## src/rtl/rgb_fader.sv

```systemverilog
// Hue-cycling RGB fader: a prescaled tick walks one channel at a time around the colour wheel.
// Optional output gamma stage is enabled by defining RGB_FADER_GAMMA_EN.
module rgb_fader #(
    parameter int unsigned TICK_DIV = 1350000,
    parameter int unsigned STEP     = 1
) (
    input  logic       sys_clk,
    input  logic       sys_rst,
    input  logic       run,
    input  logic       restart,
    output logic [7:0] red,
    output logic [7:0] green,
    output logic [7:0] blue,
    output logic       wrap
);

    localparam logic [23:0] LAST  = 24'(TICK_DIV - 1);
    localparam logic [8:0]  STEP9 = 9'(STEP);

    typedef enum logic [2:0] {
        G_UP = 3'd0,
        R_DN = 3'd1,
        B_UP = 3'd2,
        G_DN = 3'd3,
        R_UP = 3'd4,
        B_DN = 3'd5
    } state_t;

    logic        clear_s;
    logic [23:0] cnt_r;
    logic        tick_r;
    state_t      state_r;
    state_t      next_state_s;
    logic [7:0]  ch_r_r;
    logic [7:0]  ch_g_r;
    logic [7:0]  ch_b_r;
    logic        wrap_int_r;
    logic [7:0]  cur_s;
    logic        up_s;
    logic [8:0]  sum_s;
    logic [8:0]  diff_s;
    logic [7:0]  nxt_s;
    logic        done_s;

    assign clear_s = sys_rst | restart;

    // Prescaler: free-running divider producing a registered one-cycle tick.
    always_ff @(posedge sys_clk) begin
        if (clear_s) begin
            cnt_r  <= 24'd0;
            tick_r <= 1'b0;
        end else if (run) begin
            if (cnt_r == LAST) begin
                cnt_r  <= 24'd0;
                tick_r <= 1'b1;
            end else begin
                cnt_r  <= cnt_r + 24'd1;
                tick_r <= 1'b0;
            end
        end else begin
            tick_r <= 1'b0;
        end
    end

    // Active channel selection and saturating 9-bit step arithmetic.
    always_comb begin
        cur_s        = 8'd0;
        up_s         = 1'b0;
        next_state_s = state_r;
        case (state_r)
            G_UP: begin cur_s = ch_g_r; up_s = 1'b1; next_state_s = R_DN; end
            R_DN: begin cur_s = ch_r_r; up_s = 1'b0; next_state_s = B_UP; end
            B_UP: begin cur_s = ch_b_r; up_s = 1'b1; next_state_s = G_DN; end
            G_DN: begin cur_s = ch_g_r; up_s = 1'b0; next_state_s = R_UP; end
            R_UP: begin cur_s = ch_r_r; up_s = 1'b1; next_state_s = B_DN; end
            B_DN: begin cur_s = ch_b_r; up_s = 1'b0; next_state_s = G_UP; end
            default: begin cur_s = 8'd0; up_s = 1'b0; next_state_s = G_UP; end
        endcase
        sum_s  = {1'b0, cur_s} + STEP9;
        diff_s = {1'b0, cur_s} - STEP9;
        if (up_s) begin
            nxt_s  = sum_s[8] ? 8'd255 : sum_s[7:0];
            done_s = (nxt_s == 8'd255);
        end else begin
            nxt_s  = diff_s[8] ? 8'd0 : diff_s[7:0];
            done_s = (nxt_s == 8'd0);
        end
    end

    // Hue FSM: updates the active channel on a tick and advances once it saturates.
    always_ff @(posedge sys_clk) begin
        if (clear_s) begin
            state_r    <= G_UP;
            ch_r_r     <= 8'd255;
            ch_g_r     <= 8'd0;
            ch_b_r     <= 8'd0;
            wrap_int_r <= 1'b0;
        end else if (tick_r) begin
            if (done_s) begin
                state_r <= next_state_s;
            end
            wrap_int_r <= done_s && (state_r == B_DN);
            case (state_r)
                G_UP, G_DN: ch_g_r  <= nxt_s;
                R_DN, R_UP: ch_r_r  <= nxt_s;
                B_UP, B_DN: ch_b_r  <= nxt_s;
                default:    state_r <= G_UP;
            endcase
        end else begin
            wrap_int_r <= 1'b0;
        end
    end

`ifdef RGB_FADER_GAMMA_EN
    // Approximate square-law curve; maps 0->0, 128->64 and 255->255.
    function automatic logic [7:0] gamma(input logic [7:0] v);
        logic [15:0] p;
        p = 16'(v) * 16'(v) + 16'(v);
        return p[15:8];
    endfunction

    logic [7:0] red_r;
    logic [7:0] green_r;
    logic [7:0] blue_r;
    logic       wrap_r;

    // Gamma pipeline stage; wrap is delayed alongside so it stays aligned with the colours.
    always_ff @(posedge sys_clk) begin
        if (clear_s) begin
            red_r   <= 8'd255;
            green_r <= 8'd0;
            blue_r  <= 8'd0;
            wrap_r  <= 1'b0;
        end else begin
            red_r   <= gamma(ch_r_r);
            green_r <= gamma(ch_g_r);
            blue_r  <= gamma(ch_b_r);
            wrap_r  <= wrap_int_r;
        end
    end

    assign red   = red_r;
    assign green = green_r;
    assign blue  = blue_r;
    assign wrap  = wrap_r;
`else
    assign red   = ch_r_r;
    assign green = ch_g_r;
    assign blue  = ch_b_r;
    assign wrap  = wrap_int_r;
`endif

endmodule

```

## config.mk

```make
export PLATFORM = sky130hd
export DESIGN_NAME = rgb_fader
export DESIGN_NICKNAME = d
export VERILOG_FILES = /design/src/rtl/rgb_fader.sv
export SDC_FILE = /design/constraint.sdc
export NUM_CORES = 1
export LEC_CHECK = 0
export ABC_AREA = 0
export CORE_ASPECT_RATIO = 0.9
export CORE_UTILIZATION = 46
export DETAILED_ROUTE_END_ITERATION = 16
export HOLD_SLACK_MARGIN = 0.05
export PLACE_DENSITY = 0.66
export SYNTH_ARGS = -nofsm -noshare
export SYNTH_HDL_FRONTEND = slang
export SYNTH_SLANG_ARGS = --single-unit
```

## constraint.sdc

```tcl
create_clock -name sys_clk -period 3.35 [get_ports sys_clk]
set_clock_uncertainty 0.05 [all_clocks]
set_input_delay 0.67 -clock sys_clk [delete_from_list [all_inputs] [get_ports sys_clk]]
set_output_delay 0.67 -clock sys_clk [all_outputs]
set_load 0.02 [all_outputs]
```

==> results.toml <==
[outcome]
status = "finished, final reports clean"

[finish]
area_delta_synth_final_pct = 14.18
fill_cells = 611
seqCellArea_um2 = 1061
drive_gt1_frac = 0.09535
fin_nets = 436
stdcell_area_um2 = 3759
multiInputGateArea_um2 = 2066
antenna_cells = 0

[cts]
htree_levels = 2
cts-resized-gates = 0
cts.sinks = 53
cts_tree = "done"
cts_max_path_buffers = 2
cts_hold_buf = 0
clk_transition_reported_paths_ns = 0.11
worstSkewPairLatency_ns = 0.32
root_buffer = "clkbuf_8"
cts_setup_buffers = 0
cts_buffers = 5

[worst_setup_path]
slowest_stage = "nor3b_1"
crit_type = "reg2reg"
cp_data_required_time_ns = 3.55
arrival_ns = 3.26
worstRegToRegCells = 12
rrSetupSlack_ns = 0.29
crit_chain = "buf_4 > nor3b_1 > a211o_1 > nor2_4 > ha_1 > inv_1 > o21ai_0 > a211o_1 > nor4_1 > o21ai_2 > a211oi_2 > mux2i_1"
worstPathMaxFanout = 23
r2r-end = "state_r[1]"
cp_common_cell = "a211o_1"
r2r-start = "state_r[0]"
worstSetupEndpointType = "flop"
critPathMaxStageDelay_ns = 0.44
critPathLaunchType = "flop"

[global_route]
gr-total-overflow = 0
grt_max_degree = 26
antenna_found_initial = 0
grt_pass1_vias = 2809
grt_first_pass_wirelength_mm = 14.84
grt_usage = 0.2528

[power]
netSwitchingFraction = 0.2324
peakVddDrop_mv = 0.1310
p_leak_nw = 1.360
p_int_w = 0.0008109
p_comb_frac = 0.021
cellPowerDensity_nw_per_um2 = 281.1
sequentialPowerShare = 0.598
switchingPower_w = 0.0002455
clkPwrFrac = 0.381

[timing]
max_clock_freq_mhz = 326.8
slew_violations = 0
tightestPinTransition_ns = 1.074
setup_tns_ns = 0
min_period_over_period = 0.9134
period_needed_ns = 3.060
finalHoldViolCount = 0
rsz0062_at_grt = "false"
setup_violations = 0
relSlewSlack = 0.2795

[logic_synthesis]
ys_ff_latch = 53
synth_top_area_frac = 0.3223
ys_top_cells_by_area = "dfxtp_1 (32%), nor2_1 (4.9%), a21oi_1 (4.4%)"
synth_area_um2 = 3292
synth_enable_flop_cells = 0
synth_top_cell_by_area = "dfxtp_1"
ys.flop_type = "dfxtp_1"
avgSynthCellArea_um2 = 8.128
synthCells = 405
yosysWarningCount = 0
ys_seq_area_frac = 0.3223
yosysUniqueCellTypes = 67
async_flop_share = 0
syn_nets = 412

[floorplanning]
ios = 29
std_cell_rows = 28
start_util = 0.4869
die_area_um2 = 7499
die_w_um = 91.17
die_height_um = 82.26
core-area_um2 = 6761

[job]
maxCapViolCount = 0

[detailed_routing]
vias = 3185
routedWlPerCell_um = 17.42
ant_nets = 0
drc = 0
drtIter0Drc = 331
routed_wl_mm = 9.058
drt-pass1-iter-count = 5
via_per_inst = 6.125

[min_path]
whs_path_depth = 2
min_to = "cnt_r[10]"
hp-start = "cnt_r[10]"
hold_class = "reg2reg"

[placement]
hpwl_mm = 6.651
io_buffers = 28
dpl_cell_area_um2 = 3659
gp_congestion = 0.9725
state kept, by name, summed over array words and instances (netlist names):
name	cells
state_r	3
cnt_r	24
wrap	1
red	8
blue	8
green	8
tick_r	1
stage by stage:
stage,total power (W),instances,hold WS [ns],setup slack [ns],utilization
after floorplan,0.0006577,405,0.4210,0.7098,-
after global placement,0.0006677,512,0.4391,0.3719,0.5411
after detailed placement,0.0006682,512,0.4514,0.3149,0.5411
after CTS,0.001064,520,0.4701,0.2998,0.5559
after global routing,0.001094,520,0.5091,0.01934,0.5559
final,0.001056,520,0.4675,0.2900,0.5559
routing by layer:
layer  global-route usage  share of wire  vias up
li1                     -              -     1535
met1               0.3771           0.50     1494
met2               0.3727           0.42      141
met3              0.03938          0.072       15
met4              0.07619          0.014        0
met5                    0              0        -
critical path, delay by kind of cell, from the launching register on:
kind,cells,cell delay (ns)
compound gates,5,1.02
simple gates,3,0.74
flops,1,0.38
buf+inv,2,0.32
fa+ha+maj,1,0.26
mux,1,0.22
worst max path at each step:
| stage | startpoint | to | slack, ns | cells past startpoint |
|---|---|---|---|---|
| 2_1_floorplan | state_r[2] | state_r[1] | 0.71 | 12 |
| 3_3_place_gp | state_r[0] | state_r[2] | 0.37 | 12 |
| 3_5_place_dp | state_r[0] | state_r[1] | 0.31 | 12 |
| 4_1_cts | state_r[0] | state_r[1] | 0.30 | 12 |
| 5_1_grt | state_r[0] | state_r[2] | 0.02 | 12 |
| 6_report | state_r[0] | state_r[1] | 0.29 | 12 |
layout by cell type (no fill, tap or decap), types with 4 or more instances in the layout:
cell type         n
a211o_1           7
a211oi_1          8
a21oi_1          29
and2_1            5
and3_1            6
buf_4            13
clkbuf_8          6
clkdlybuf4s50_1  28
dfxtp_1          53
inv_1             9
mux2i_1           8
nand2_1          29
nand2b_1          8
nand3_1          16
nand4_1           8
nor2_1           43
nor3_1           15
nor3b_1           4
nor4_1            6
nor4bb_1          7
o21ai_0          20
o21ai_1           8
or4bb_1           5
xnor2_1          13
xor2_1           12
power groups by stage:
| stage | registers, W | clock network (W) | logic, W |
|---|---|---|---|
| floorplan | 0.000646 | 0 | 0.0000121 |
| global placement | 0.000646 | 0 | 0.0000219 |
| detailed placement | 0.000646 | 0 | 0.0000224 |
| CTS | 0.000631 | 0.000411 | 0.0000223 |
| global route | 0.000632 | 0.000437 | 0.0000249 |
| finish | 0.000631 | 0.000403 | 0.0000223 |
logic make-up after synthesis:
logic type	Yosys count	share of synthesized area
AOI/OAI and AO/OA	101	0.2056
buffers and inverters	35	0.05017
and+or+nand+nor	179	0.3162
DFF	53	0.3223
xor gates and xnor gates	25	0.06651
muxes	9	0.02775
adders and majority gates	3	0.01140
area by class of cell:
cell class / count / area share
Sequential cell: 53 / 0.2823
Clock buffer: 6 / 0.02197
Clock inverter: 2 / 0.004660
Inverter: 11 / 0.01099
Tap cell: 90 / 0.02996
Timing Repair Buffer: 41 / 0.1005
Multi-Input combinational cell: 317 / 0.5496
synth_stat cells (2+ instances only):
cell,count
dfxtp_1,53
nand2b_1,8
nor3_1,15
clkbuf_1,9
nand2_1,29
xor2_1,12
a211oi_2,2
nor4bb_1,7
and4b_1,2
nor3b_1,4
and2_1,5
o21ai_0,20
nand4_1,8
nand3_1,16
o211ai_1,2
o221ai_1,2
a211o_1,7
nor4_1,6
xnor2_1,13
or2_2,3
or4bb_1,5
mux2i_1,8
or2_1,2
inv_2,2
and4_1,2
nor2_2,2
buf_6,2
a2bb2oi_1,2
o22ai_1,3
nor4b_1,3
a21oi_1,29
and3_1,6
inv_1,9
o21ai_1,8
buf_2,12
nor2_1,43
o22a_1,2
a211oi_1,8
nor4_4,2
ha_1,3
nand4bb_1,3
Power figures use the tool's default switching activity.
